===== src/rtl/sequencer_pkg.sv =====
// Shared constants, opcode encodings and types for the instruction sequencer.
// Field layout of a 13-bit word: [12:9] opcode, [8:6] Rs, [5:3] Rt, [2:0] Rd.
package sequencer_pkg;

  localparam int DEPTH = 16;
  localparam int AW    = 4;
  localparam int IW    = 13;

  localparam logic [3:0] OP_ADD  = 4'h0;
  localparam logic [3:0] OP_SUB  = 4'h1;
  localparam logic [3:0] OP_AND  = 4'h2;
  localparam logic [3:0] OP_OR   = 4'h3;
  localparam logic [3:0] OP_XOR  = 4'h4;
  localparam logic [3:0] OP_NOT  = 4'h5;
  localparam logic [3:0] OP_SHL  = 4'h6;
  localparam logic [3:0] OP_SHR  = 4'h7;
  localparam logic [3:0] OP_HALT = 4'hF;

  localparam int OPC_MSB = 12;
  localparam int OPC_LSB = 9;
  localparam int RS_MSB  = 8;
  localparam int RS_LSB  = 6;
  localparam int RT_MSB  = 5;
  localparam int RT_LSB  = 3;
  localparam int RD_MSB  = 2;
  localparam int RD_LSB  = 0;

  typedef enum logic [1:0] {
    IDLE = 2'd0,
    RUN  = 2'd1,
    DONE = 2'd2
  } seq_state_t;

  typedef struct packed {
    logic [3:0] opcode;
    logic [2:0] rs;
    logic [2:0] rt;
    logic [2:0] rd;
  } instr_t;

  function automatic instr_t decode(input logic [IW-1:0] word);
    instr_t f;
    f.opcode = word[OPC_MSB:OPC_LSB];
    f.rs     = word[RS_MSB:RS_LSB];
    f.rt     = word[RT_MSB:RT_LSB];
    f.rd     = word[RD_MSB:RD_LSB];
    return f;
  endfunction

endpackage


===== src/rtl/instr_rom.sv =====
// Program memory: synchronous write from the load port, asynchronous read at the PC.
// Contents are deliberately not reset so a program survives a sequencer reset.
module instr_rom #(
  parameter int DEPTH = 16,
  parameter int AW    = 4,
  parameter int IW    = 13
) (
  input  logic          clk,
  input  logic          we,
  input  logic [AW-1:0] waddr,
  input  logic [IW-1:0] wdata,
  input  logic [AW-1:0] raddr,
  output logic [IW-1:0] rdata
);

  logic [IW-1:0] mem [DEPTH];

  always_ff @(posedge clk) begin
    if (we) mem[waddr] <= wdata;
  end

  assign rdata = mem[raddr];

endmodule


===== src/rtl/instr_sequencer.sv =====
// Issues one instruction per unstalled clock from program memory into the Processor
// until a HALT word or the last memory word is reached.
//
// state | meaning
// IDLE  | after reset; program may be loaded; waiting for start
// RUN   | fetching/issuing at pc; load and start ignored
// DONE  | HALT or end of memory reached; done held; load or restart allowed
module instr_sequencer
  import sequencer_pkg::*;
#(
  parameter int DEPTH = sequencer_pkg::DEPTH,
  parameter int AW    = sequencer_pkg::AW,
  parameter int IW    = sequencer_pkg::IW
) (
  input  logic          clk,
  input  logic          rst,
  input  logic          load_en,
  input  logic [AW-1:0] load_addr,
  input  logic [IW-1:0] load_data,
  input  logic          start,
  input  logic          stall,
  output logic [3:0]    Opcode,
  output logic [2:0]    Rs,
  output logic [2:0]    Rt,
  output logic [2:0]    Rd,
  output logic          issue_valid,
  output logic [AW-1:0] pc,
  output logic          busy,
  output logic          done
);

  seq_state_t    state_q, state_n;
  logic [AW-1:0] pc_q, pc_n;
  instr_t        fields_q, fields_n;
  logic          valid_q, valid_n;
  logic          done_q, done_n;
  logic [IW-1:0] word;
  instr_t        word_f;
  logic          mem_we;

  // Loads are blocked while running so the program under execution cannot change.
  assign mem_we = load_en && (state_q != RUN);

  instr_rom #(.DEPTH(DEPTH), .AW(AW), .IW(IW)) u_rom (
    .clk   (clk),
    .we    (mem_we),
    .waddr (load_addr),
    .wdata (load_data),
    .raddr (pc_q),
    .rdata (word)
  );

  assign word_f = decode(word);

  always_ff @(posedge clk or posedge rst) begin
    if (rst) begin
      state_q  <= IDLE;
      pc_q     <= '0;
      fields_q <= '0;
      valid_q  <= 1'b0;
      done_q   <= 1'b0;
    end else begin
      state_q  <= state_n;
      pc_q     <= pc_n;
      fields_q <= fields_n;
      valid_q  <= valid_n;
      done_q   <= done_n;
    end
  end

  always_comb begin
    state_n  = state_q;
    pc_n     = pc_q;
    fields_n = fields_q;
    valid_n  = 1'b0;
    done_n   = done_q;
    case (state_q)
      IDLE, DONE: begin
        if (start) begin
          state_n = RUN;
          pc_n    = '0;
          done_n  = 1'b0;
        end
      end
      RUN: begin
        // Stall is checked first so a stalled HALT is only taken once released.
        if (!stall) begin
          if (word_f.opcode == OP_HALT) begin
            state_n = DONE;
            done_n  = 1'b1;
          end else begin
            fields_n = word_f;
            valid_n  = 1'b1;
            pc_n     = pc_q + 1'b1;
            if (pc_q == AW'(DEPTH - 1)) begin
              state_n = DONE;
              done_n  = 1'b1;
            end
          end
        end
      end
      default: state_n = IDLE;
    endcase
  end

  assign Opcode      = fields_q.opcode;
  assign Rs          = fields_q.rs;
  assign Rt          = fields_q.rt;
  assign Rd          = fields_q.rd;
  assign issue_valid = valid_q;
  assign pc          = pc_q;
  assign busy        = (state_q == RUN);
  assign done        = done_q;

endmodule


===== config.mk =====
export PLATFORM = sky130hd
export DESIGN_NAME = instr_sequencer
export DESIGN_NICKNAME = d
export VERILOG_FILES = /design/src/rtl/sequencer_pkg.sv /design/src/rtl/instr_rom.sv /design/src/rtl/instr_sequencer.sv
export SDC_FILE = /design/constraint.sdc
export NUM_CORES = 1
export LEC_CHECK = 0
export CAP_MARGIN = 0
export CELL_PAD_IN_SITES_DETAIL_PLACEMENT = 0
export CELL_PAD_IN_SITES_GLOBAL_PLACEMENT = 1
export CORE_MARGIN = 2
export CORE_UTILIZATION = 53
export DETAILED_ROUTE_END_ITERATION = 10
export PLACE_DENSITY_LB_ADDON = 0.05
export SYNTH_ARGS = -nofsm -noshare
export SYNTH_HDL_FRONTEND = slang
export SYNTH_SLANG_ARGS = --single-unit

===== constraint.sdc =====
create_clock -name clk -period 3.3 [get_ports clk]
set_clock_uncertainty 0.15 [all_clocks]
set_input_delay 0.66 -clock clk [delete_from_list [all_inputs] [get_ports clk]]
set_output_delay 0.66 -clock clk [all_outputs]
set_load 0.05 [all_outputs]

## Word-level counts from Yosys, hierarchy flattened

Memory sizes are Yosys's and may differ from the RTL's.
Index checks and enable logic that the tools add are counted.

| cells by class | value |
|---|---|
| $add $sub $neg | 1 |
| equal/unequal tests | 9 |
| multiplexer cells | 19 |
| bitwise operators | 2 |
| reductions and logical operators | 8 |

Operators by type and width:

| cell | number |
|---|---|
| 4-bit two-way mux | 3 |
| 1-bit two-way mux | 9 |
| 4-bit equality test, second input constant | 2 |
| 2-bit two-way mux | 4 |
| 4-bit one-hot mux with 2 select lines | 1 |
| 4-bit AND reduction | 2 |
| 2-bit != test, second input constant | 3 |
| 3-bit AND reduction | 2 |
| 4-bit by 1-bit adder with 4-bit output, second input constant | 1 |
| 2-bit one-hot mux with 2 select lines | 1 |
| 3-bit by 1-bit != test with 1-bit output, second input constant | 1 |
| 2-bit by 1-bit equality test with 1-bit output, second input constant | 1 |
| 2-bit equality test, second input constant | 1 |
| 2-bit logical NOT | 1 |
| 2-bit by 1-bit != test with 1-bit output, second input constant | 1 |
| 1-bit inverter | 2 |
| 1-bit one-hot mux with 2 select lines | 1 |
| 2-bit nonzero test | 1 |
| 2-bit OR reduction | 1 |
| 1-bit logical AND | 1 |

| storage, ports and cells | value |
|---|---|
| register bits | 21 |
| RAM bits | 208 |
| bits of input ports | 22 |
| output and inout bits | 20 |
| logic and storage cells | 48 |
| memories kept | 1 |

Memory list:

| name | depth | bits a word | read ports | clocked after Yosys merged registers in | write ports | RTL line | RTL |
|---|---|---|---|---|---|---|---|
| u_rom.mem | 16 | 13 | 1 | 0 | 1 | instr_rom.sv:16 | `logic [IW-1:0] mem [DEPTH];` |

## Logic depth before layout (Yosys ltp)

Gate-level depths: netlist of run 1.

| depth | value |
|---|---|
| depth after elaboration | 5 |
| depth in mapped cells | 9 |
| depth with buffers taken out | 6 |

## By module

From an unflattened synthesis of run 1, not the netlist that was laid out.

| unflattened totals | value |
|---|---|
| cells, all modules | 414 |
| area, all modules | 8931.1 sq um |

By module, submodules not included:

| module | times used | cells each | area each (sq um) | seq. area each (sq um) |
|---|---|---|---|---|
| instr_rom | 1 | 342 | 7982.7 | 6246.0 |
| instr_sequencer | 1 | 72 | 948.4 | 525.5 |

## Worst setup path before layout of run 1

OpenSTA, ideal clock, no wires.

| timing | value |
|---|---|
| kind | register -> register |
| start | reg state_q[0] |
| end | mem u_rom.mem[0][0] (enable) |
| library setup time | 399 ps |
| data arrival time | 2497 ps |
| required time | 2751 ps |
| setup slack | 253 ps |
| stages on the path, launching flop included | 5 |
| buffers on the path | 0 |
| clock period less this slack | 3047 ps |
| cell sequence | dfrtp_1 > nand2b_1 > inv_1 > or4b_2 > nor3_1 |

| on the way | value |
|---|---|
| cells in the longest elaborated chain, start to end | 4 |

Ends and longest elaborated chain:

| element | RTL line | RTL |
|---|---|---|
| start, declared | instr_sequencer.sv:32 | `seq_state_t state_q, state_n;` |
| start signal, assigned | instr_sequencer.sv:63 | `state_q <= state_n;` |
| 2-bit by 1-bit != test with 1-bit output | instr_sequencer.sv:42 | `assign mem_we = load_en && (state_q != RUN);` |
| 1-bit logical AND | instr_sequencer.sv:42 |  |
| 1-bit two-way mux | instr_rom.sv:19 | `if (we) mem[waddr] <= wdata;` |
| 1-bit two-way mux (not written as such) | instr_rom.sv:19 |  |
| end, declared | instr_rom.sv:16 |  |

Every way passes these cells.

## Worst setup path after layout of run 1

| timing | value |
|---|---|
| start | reg pc_q[1], in the netlist pc[1] |
| end | out pc[1] |

RTL lines:

| element | RTL line | RTL |
|---|---|---|
| start, declared | instr_sequencer.sv:33 | `logic [AW-1:0] pc_q, pc_n;` |
| start signal, assigned | instr_sequencer.sv:64 | `pc_q <= pc_n;` |
| end, declared | instr_sequencer.sv:27 | `output logic [AW-1:0] pc,` |

No word-level cell between the ends.

==> results of run 1 <==
==> cells in the final DEF (no fill, tap or decap), types with 2 or more instances in the layout <==
master           instances
a21oi_1                  2
a22oi_1                  4
buf_12                   2
buf_4                   19
clkbuf_1                 3
clkbuf_16               23
clkdlybuf4s50_1         41
clkinv_1                 8
clkinv_2                 3
clkinvlp_4               2
dfrtp_1                 19
edfxtp_1               208
inv_1                    4
mux2_2                   5
mux2_4                   8
mux2i_1                  2
mux4_1                  17
mux4_2                  44
nand2_1                 11
nand2b_1                 5
nand3_1                  9
nand4_1                  2
nand4b_1                 2
nor2_1                  15
nor2b_1                  3
nor3_2                   4
==> cells in the mapped netlist, drive strengths merged <==
master / n
nand4: 3
dfrtp: 21
o2bb2ai: 1
o21ai: 1
mux2: 13
nor2: 15
inv: 4
and3: 1
nor3: 4
nand2b: 5
nand2: 11
a22o: 1
a22oi: 4
nand4b: 2
and2: 1
nor3b: 1
a21oi: 2
mux2i: 2
clkbuf: 7
edfxtp: 208
nand3: 11
a21o: 1
mux4: 61
nor2b: 3
buf: 10
or4b: 1
ha: 1
a31o: 1
==> layer usage <==
layer	share of wire	track usage	up-vias
met5	0	0	-
met1	0.46	0.321	2230
met4	0.013	0.0415	0
li1	-	-	1813
met2	0.47	0.314	119
met3	0.057	0.0265	22
==> worst max-delay path by stage <==
stage | slack [ns] | to | cells after the start | from
final | 0.28 | pc[1] | 1 | pc[1]
after global routing | 0.18 | pc[1] | 1 | pc[1]
after CTS | 0.21 | pc[1] | 1 | pc[1]
after detailed placement | 0.40 | Rs[0] | 6 | pc[0]
after global placement | 0.47 | Opcode[0] | 6 | pc[0]
after floorplan | 0.25 | u_rom.mem[0][0] | 4 | state_q[0]
==> layout make-up <==
class | instances | area share
timing repair buffer | 62 | 0.0570
sequential | 229 | 0.651
inverter | 4 | 0.00144
clock inverter | 15 | 0.00950
clock buffer | 26 | 0.0564
multi-input combinational | 146 | 0.198
tap | 220 | 0.0265
==> state kept, by name, summed over array words and instances (netlist names) <==
register and count:
state_q 2, pc 4, issue_valid 1, Opcode 4, Rs 3, Rd 3
Rt 3, done 1, u_rom.mem 208
==> per-stage QoR <==
stage	setup WS, ns	hold slack, ns
global route	0.178	0.372
finish	0.276	0.352
floorplan	0.253	0.413
global placement	0.473	0.342
detailed placement	0.404	0.348
CTS	0.215	0.361
==> cells by family (layout without fill, tap and decap cells) <==
logic type / after synthesis / count (layout) / share of synthesized area
AOI/OAI and AO/OA: 11 / 11 / 0.00880
buffers and inverters: 21 / 107 / 0.0169
adders and majority gates: 1 / 1 / 0.00140
muxes: 76 / 76 / 0.182
DFF: 229 / 229 / 0.756
and+or+nand+nor: 58 / 58 / 0.0349
==> power by group <==
part / internal (mW) / switching (mW)
clock: 1.35 / 1.01
combinational: 1.10 / 1.14
sequential: 3.33 / 0.240
==> reports/qor.txt, run 1 <==
Slew @ Worst Pin -> 0.772 ns
die footprint -> 18000 um^2
I/O pin count -> 42
Post-CTS Setup Inserts -> 0
sequential area share after synthesis -> 0.756
grt ovf -> 0
Hold WC Path Type -> flop to flop
WHS Endpoint -> done
Mapped Nets -> 419
Fin. Hold Viols -> 0
CP Launch Type -> flop
first-pass GRT wire length -> 26600 um
Worst-path clk slew -> 0.06 ns
Die W -> 134 um
Synth cell types -> 36
Synthesis Warnings -> 0
Worst EP required -> 2.49 ns
GRT Util Overall -> 0.203
number of iterations in the first detailed-routing pass -> 4
clk buf depth -> 3
Die H -> 134 um
Starting Density -> 0.540
Final Setup Violations -> 0
clk sinks -> 229
status -> complete, no violations
fin crit period -> 3.02 ns
register area -> 6780 um^2
VDD IR max -> 0.514 mV
post-route cell area -> 10400 um^2
H-Tree Depth -> 1
Antenna Cells -> 0
Nets -> 489
synthesized cell area -> 8960 um^2
CTS tree -> done
gpl congestion -> 0.806
setup TNS -> 0 ns
drt drc -> 0
worst r2r path cells -> 6
RR Startpoint -> pc[0]
Core Region -> 16600 um^2
PostCTS Resize Cnt -> 0
Post-Route WL -> 17500 um
initial DRC count -> 340
area share of the largest cell type after synthesis -> 0.697
drt wl/cell -> 24.9 um
Final Power -> 8.16 mW
Yosys reg bits -> 229
slew margin rel. -> 0.485
worst hold stages -> 1
antenna violations before repair -> 0
critical path type -> flop to output port
fin util -> 0.627
Leak -> 3.44 nW
Post-CTS Hold Fix Bufs -> 0
CTS buffer count -> 23
Post-Syn Instances -> 396
HPWL Detailed -> 10600 um
Avg Vias per Cell -> 5.96
max frequency -> 331 MHz
r2r endpoint -> Rs[0]
Fillers -> 1158
vias in the first global route -> 4349
slowest stage cell, crit path -> clkdlybuf4s50_1
Synth area leader -> edfxtp_1
max-cap viol count -> 0
pin count of the biggest net entering global routing -> 33
share of layout cells above drive strength 1 -> 0.247
Area growth syn-to-layout -> 16.1%
Final period util -> 0.916
PwrDens -> 785 nW/um^2
buffers plus inverters on the worst setup path -> 1
via count -> 4184
hold wc startpoint -> done
R2R setup slack -> 0.44 ns
mean post-synth cell area -> 22.6 um^2
final non-filler cell total -> 702
max-slew violations -> 0
DP Area -> 9720 um^2
critical path, cell by cell -> clkdlybuf4s50_1
CP arrival -> 2.21 ns
Synth area leaders -> edfxtp_1 (70%), mux4_2 (11%), dfrtp_1 (5.9%), mux4_1 (5.0%), mux2_4 (1.3%)
RSZ-0062 raised after global routing -> no
I/O Buffers -> 41
delay-heaviest family, CP -> buffers and inverters
crit path max fanout -> 26
Max stage delay on crit path -> 0.93 ns
placed cells -> 661
row count -> 47
Final ANT Viol Nets -> 0
Root Driver -> clkbuf_16
Worst setup EP type -> output port
Worst-Skew Late Latency -> 0.50 ns
footprint of the multi-input gates -> 2060 um^2
(Power assumes the default switching activity.)
==> run 2: changes to the inputs <==
--- a/config.mk
+++ b/config.mk
@@ -9,7 +9,7 @@
 export CELL_PAD_IN_SITES_DETAIL_PLACEMENT = 0
 export CELL_PAD_IN_SITES_GLOBAL_PLACEMENT = 1
 export CORE_MARGIN = 2
-export CORE_UTILIZATION = 53
+export CORE_UTILIZATION = 57
 export DETAILED_ROUTE_END_ITERATION = 10
 export PLACE_DENSITY_LB_ADDON = 0.05
 export SYNTH_ARGS = -nofsm -noshare
==> constraint.sdc (replaced) <==
create_clock -name clk -period 3.62 [get_ports clk]
set_clock_uncertainty 0.15 [all_clocks]
set_input_delay 0.724 -clock clk [delete_from_list [all_inputs] [get_ports clk]]
set_output_delay 0.724 -clock clk [all_outputs]
set_load 0.05 [all_outputs]
==> run 2 against run 1 <==
Core utilization up 5.9 points. Count of clock-buffer cells in the layout increased by 2. Sequential power down 9.8%. Routed wire length up 2.3%. Register-to-register slack better by 0.34 ns. Sequential cell count unchanged. Sequential share of layout area decreased by 0.39 points. Worst hold slack gained 0.0043 ns. Via count is 0.79% higher.
==> reports/qor.txt, run 2 (same netlist as run 1, synthesis figures left out) <==
status -> complete, no violations
initial DRC count -> 431
slew margin rel. -> 0.486
placed cells -> 662
grt ovf -> 0
clk buf depth -> 3
Fin. Hold Viols -> 0
PostCTS Resize Cnt -> 0
hold wc startpoint -> Rd[1]
Leak -> 3.49 nW
I/O Buffers -> 41
final non-filler cell total -> 702
fin crit period -> 3.32 ns
Final ANT Viol Nets -> 0
clk sinks -> 229
row count -> 45
Die W -> 129 um
RSZ-0062 raised after global routing -> no
Worst-Skew Late Latency -> 0.51 ns
via count -> 4217
critical path type -> flop to output port
Setup WS post-layout -> 0.301 ns
critical path launch point -> state_q[1]
vias in the first global route -> 4311
most frequent cells in the layout -> edfxtp_1 (208), mux4_2 (44), clkdlybuf4s50_1 (41)
Slew @ Worst Pin -> 0.771 ns
Worst-path clk slew -> 0.06 ns
max-slew violations -> 0
H-Tree Depth -> 1
drt drc -> 0
r2r endpoint -> Rs[0]
Fillers -> 976
CTS tree -> done
Nets -> 499
hold_ws -> 0.356 ns
max frequency -> 301 MHz
die footprint -> 16700 um^2
I/O pin count -> 42
first-pass GRT wire length -> 27300 um
Core Region -> 15300 um^2
Worst EP required -> 2.75 ns
antenna violations before repair -> 0
post-route cell area -> 10500 um^2
max-cap viol count -> 0
R2R setup slack -> 0.78 ns
Starting Density -> 0.587
setup TNS -> 0 ns
HPWL Detailed -> 11000 um
Worst setup EP type -> output port
Hold WC Path Type -> flop to flop
CTS buffer count -> 23
Final period util -> 0.917
Avg Vias per Cell -> 6.01
Root Driver -> clkbuf_16
worst hold stages -> 1
WHS Endpoint -> Rd[1]
drt wl/cell -> 25.5 um
PwrDens -> 715 nW/um^2
pin count of the biggest net entering global routing -> 29
max reg flops -> 208
Largest Register -> u_rom.mem
RR Startpoint -> pc[0]
Setup WS pre-CTS -> 0.752 ns
crit path max fanout -> 6
Post-CTS Hold Fix Bufs -> 0
Area growth syn-to-layout -> 16.8%
Post-Route WL -> 17900 um
GRT Util Overall -> 0.229
CP Launch Type -> flop
VDD IR max -> 0.409 mV
Antenna Cells -> 0
gpl congestion -> 0.725
number of iterations in the first detailed-routing pass -> 5
Post-CTS Setup Inserts -> 0
CP arrival -> 2.45 ns
Final Setup Violations -> 0
commonest non-fill, non-tap cell in the layout -> edfxtp_1
share of layout cells above drive strength 1 -> 0.255
worst r2r path cells -> 6
DP Area -> 9770 um^2
Die H -> 129 um
[run 2: changes by cell type in the layout (fill, tap and decap cells not counted), sizes merged]
cell and change:
bufinv +1, buf +10, clkinvlp -2, clkbuf +2
clkinv -2
[run 2: metrics by stage]
step | util | total power, mW
2_1_floorplan | - | 4.80
3_3_place_gp | 0.640 | 5.34
3_5_place_dp | 0.640 | 5.37
4_1_cts | 0.686 | 7.57
5_1_grt | 0.686 | 7.79
6_report | 0.686 | 7.48
[run 2: cell type report]
class                   count  area [um^2]  area share
flip-flops and latches    229         6780       0.647
inverters                   4         15.0     0.00143
well taps                 211          264      0.0252
multi-input cells         146         2060       0.197
repair buffers             72          656      0.0626
clock inverters            12          103     0.00980
clock buffers              28          594      0.0568
[run 2: per-layer routing]
metal	track usage	up-vias	part of all wire
met1	0.368	2194	0.45
met5	0	-	0
met2	0.335	169	0.46
met3	0.0438	29	0.072
met4	0.0512	0	0.017
li1	-	1825	-
[run 2: worst max-delay path by stage]
stage                     slack, ns  depth (start not counted)               to
after floorplan                0.57                          4  u_rom.mem[0][0]
after global placement         0.77                          4  u_rom.mem[4][7]
after detailed placement       0.75                          6            Rd[0]
after CTS                      0.29                          3             busy
after global routing           0.25                          3             busy
final                          0.30                          3             busy
[run 2: worst max-delay path: stages, from the launching register on]
cell	delay [ns]
dfrtp_1	0.40
nand2b_1	0.30
inv_1	0.37
clkdlybuf4s50_1	0.88
[run 2: report_power, final]
group	internal (mW)	total [mW]	leakage, nW	switching, mW
Clock	1.30	2.21	0.336	0.907
Sequential	3.03	3.22	2.12	0.185
Combinational	0.995	2.06	1.03	1.06
==> run 3: changes to the inputs <==
--- a/config.mk
+++ b/config.mk
@@ -11,6 +11,7 @@
 export CORE_MARGIN = 2
 export CORE_UTILIZATION = 57
 export DETAILED_ROUTE_END_ITERATION = 10
+export MAX_ROUTING_LAYER = met4
 export PLACE_DENSITY_LB_ADDON = 0.05
 export SYNTH_ARGS = -nofsm -noshare
 export SYNTH_HDL_FRONTEND = slang
==> run 3 against run 2 <==
Worst hold slack is essentially flat. Final area is the same. Clock power is essentially flat. Critical path depth is the same. Core utilization is the same. Via count grew 0.88%. Final cell count is the same. Non-clock buffer count is the same. Highest routed layer unchanged.
==> reports/qor.txt, run 3 (same netlist as run 1, synthesis figures left out) <==
Largest Register -> u_rom.mem
HPWL Detailed -> 11000 um
grt ovf -> 0
GRT Util Overall -> 0.237
antenna violations before repair -> 0
critical path, cell by cell -> nand2b_1 > inv_1 > clkdlybuf4s50_1
initial DRC count -> 410
met3 usage -> 0.0438
I/O pin count -> 42
Final Setup Violations -> 0
status -> complete, no violations
Max stage delay on crit path -> 0.88 ns
CP arrival -> 2.45 ns
footprint of the multi-input gates -> 2060 um^2
Post-Route WL -> 18000 um
RSZ-0062 raised after global routing -> no
Fillers -> 976
Leak -> 3.49 nW
max-slew violations -> 0
clk sinks -> 229
buffers plus inverters on the worst setup path -> 2
Antenna Cells -> 0
I/O Buffers -> 41
Avg Vias per Cell -> 6.06
Die H -> 129 um
grt met2 use -> 0.337
critical path type -> flop to output port
max frequency -> 301 MHz
Final period util -> 0.919
slew margin rel. -> 0.491
Worst setup EP type -> output port
clk buf depth -> 3
row count -> 45
drt drc -> 0
crit path max fanout -> 6
commonest non-fill, non-tap cell in the layout -> edfxtp_1
worst r2r path cells -> 6
max-cap viol count -> 0
CTS buffer count -> 23
Area growth syn-to-layout -> 16.8%
setup TNS -> 0 ns
Final ANT Viol Nets -> 0
Final Power -> 7.49 mW
worst hold stages -> 1
die footprint -> 16700 um^2
GRT Max-Usage Layer -> met1
share of layout cells above drive strength 1 -> 0.255
WHS Endpoint -> Rd[1]
R2R setup slack -> 0.79 ns
number of iterations in the first detailed-routing pass -> 5
slowest stage cell, crit path -> clkdlybuf4s50_1
PostCTS Resize Cnt -> 0
grt met1 use -> 0.366
register area -> 6780 um^2
drt wl/cell -> 25.6 um
fin crit period -> 3.33 ns
Post-CTS Hold Fix Bufs -> 0
Worst-Skew Late Latency -> 0.51 ns
Worst-path clk slew -> 0.06 ns
H-Tree Depth -> 1
Post-CTS Setup Inserts -> 0
hold wc startpoint -> Rd[1]
PwrDens -> 716 nW/um^2
Starting Density -> 0.587
pin count of the biggest net entering global routing -> 29
delay-heaviest family, CP -> buffers and inverters
VDD IR max -> 0.408 mV
Worst EP required -> 2.75 ns
Die W -> 129 um
max reg flops -> 208
r2r endpoint -> Opcode[0]
CTS tree -> done
Nets -> 499
vias in the first global route -> 4296
first-pass GRT wire length -> 27400 um
Core Region -> 15300 um^2
Slew @ Worst Pin -> 0.763 ns
Root Driver -> clkbuf_16
most frequent cells in the layout -> edfxtp_1 (208), mux4_2 (44), clkdlybuf4s50_1 (41)
gpl congestion -> 0.733
CP Launch Type -> flop
via count -> 4254
Hold WC Path Type -> flop to flop
RR Startpoint -> pc[0]
Fin. Hold Viols -> 0
-- run 3: cell counts in the layout (fill, tap and decap cells not counted) --
Identical to the previous run, type by type.
-- run 3: area by class of cell --
class                      count  area share
sequential                   229       0.647
multi-input combinational    146       0.197
timing repair buffer          72      0.0626
clock buffer                  28      0.0568
tap                          211      0.0252
clock inverter                12     0.00980
inverter                       4     0.00143
-- run 3: through the flow --
step	cell area, um^2	util	setup WS, ns	hold slack, ns	instances
global placement	9770	0.640	0.773	0.340	662
finish	10500	0.686	0.294	0.356	702
detailed placement	9770	0.640	0.752	0.343	662
global route	10500	0.686	0.251	0.373	702
CTS	10500	0.686	0.289	0.356	702
floorplan	8960	-	0.573	0.413	396
-- run 3: per-layer routing --
| layer | routed length [um] | vias up |
|---|---|---|
| met4 | 303 | 0 |
| met5 | 0 | - |
| met2 | 8380 | 147 |
| li1 | - | 1826 |
| met1 | 8170 | 2250 |
| met3 | 1100 | 31 |
-- run 3: worst max path at each step --
stage | to | from | cells after the start
2_1_floorplan | u_rom.mem[0][0] | state_q[0] | 4
3_3_place_gp | u_rom.mem[4][7] | load_addr[1] | 4
3_5_place_dp | Rd[0] | pc[0] | 6
4_1_cts | busy | state_q[1] | 3
5_1_grt | busy | state_q[1] | 3
6_report | busy | state_q[1] | 3
-- run 3: power breakdown --
| part | leakage, nW | switching [mW] | internal [mW] |
|---|---|---|---|
| registers | 2.12 | 0.187 | 3.03 |
| logic | 1.03 | 1.06 | 0.995 |
| clock network | 0.336 | 0.909 | 1.30 |
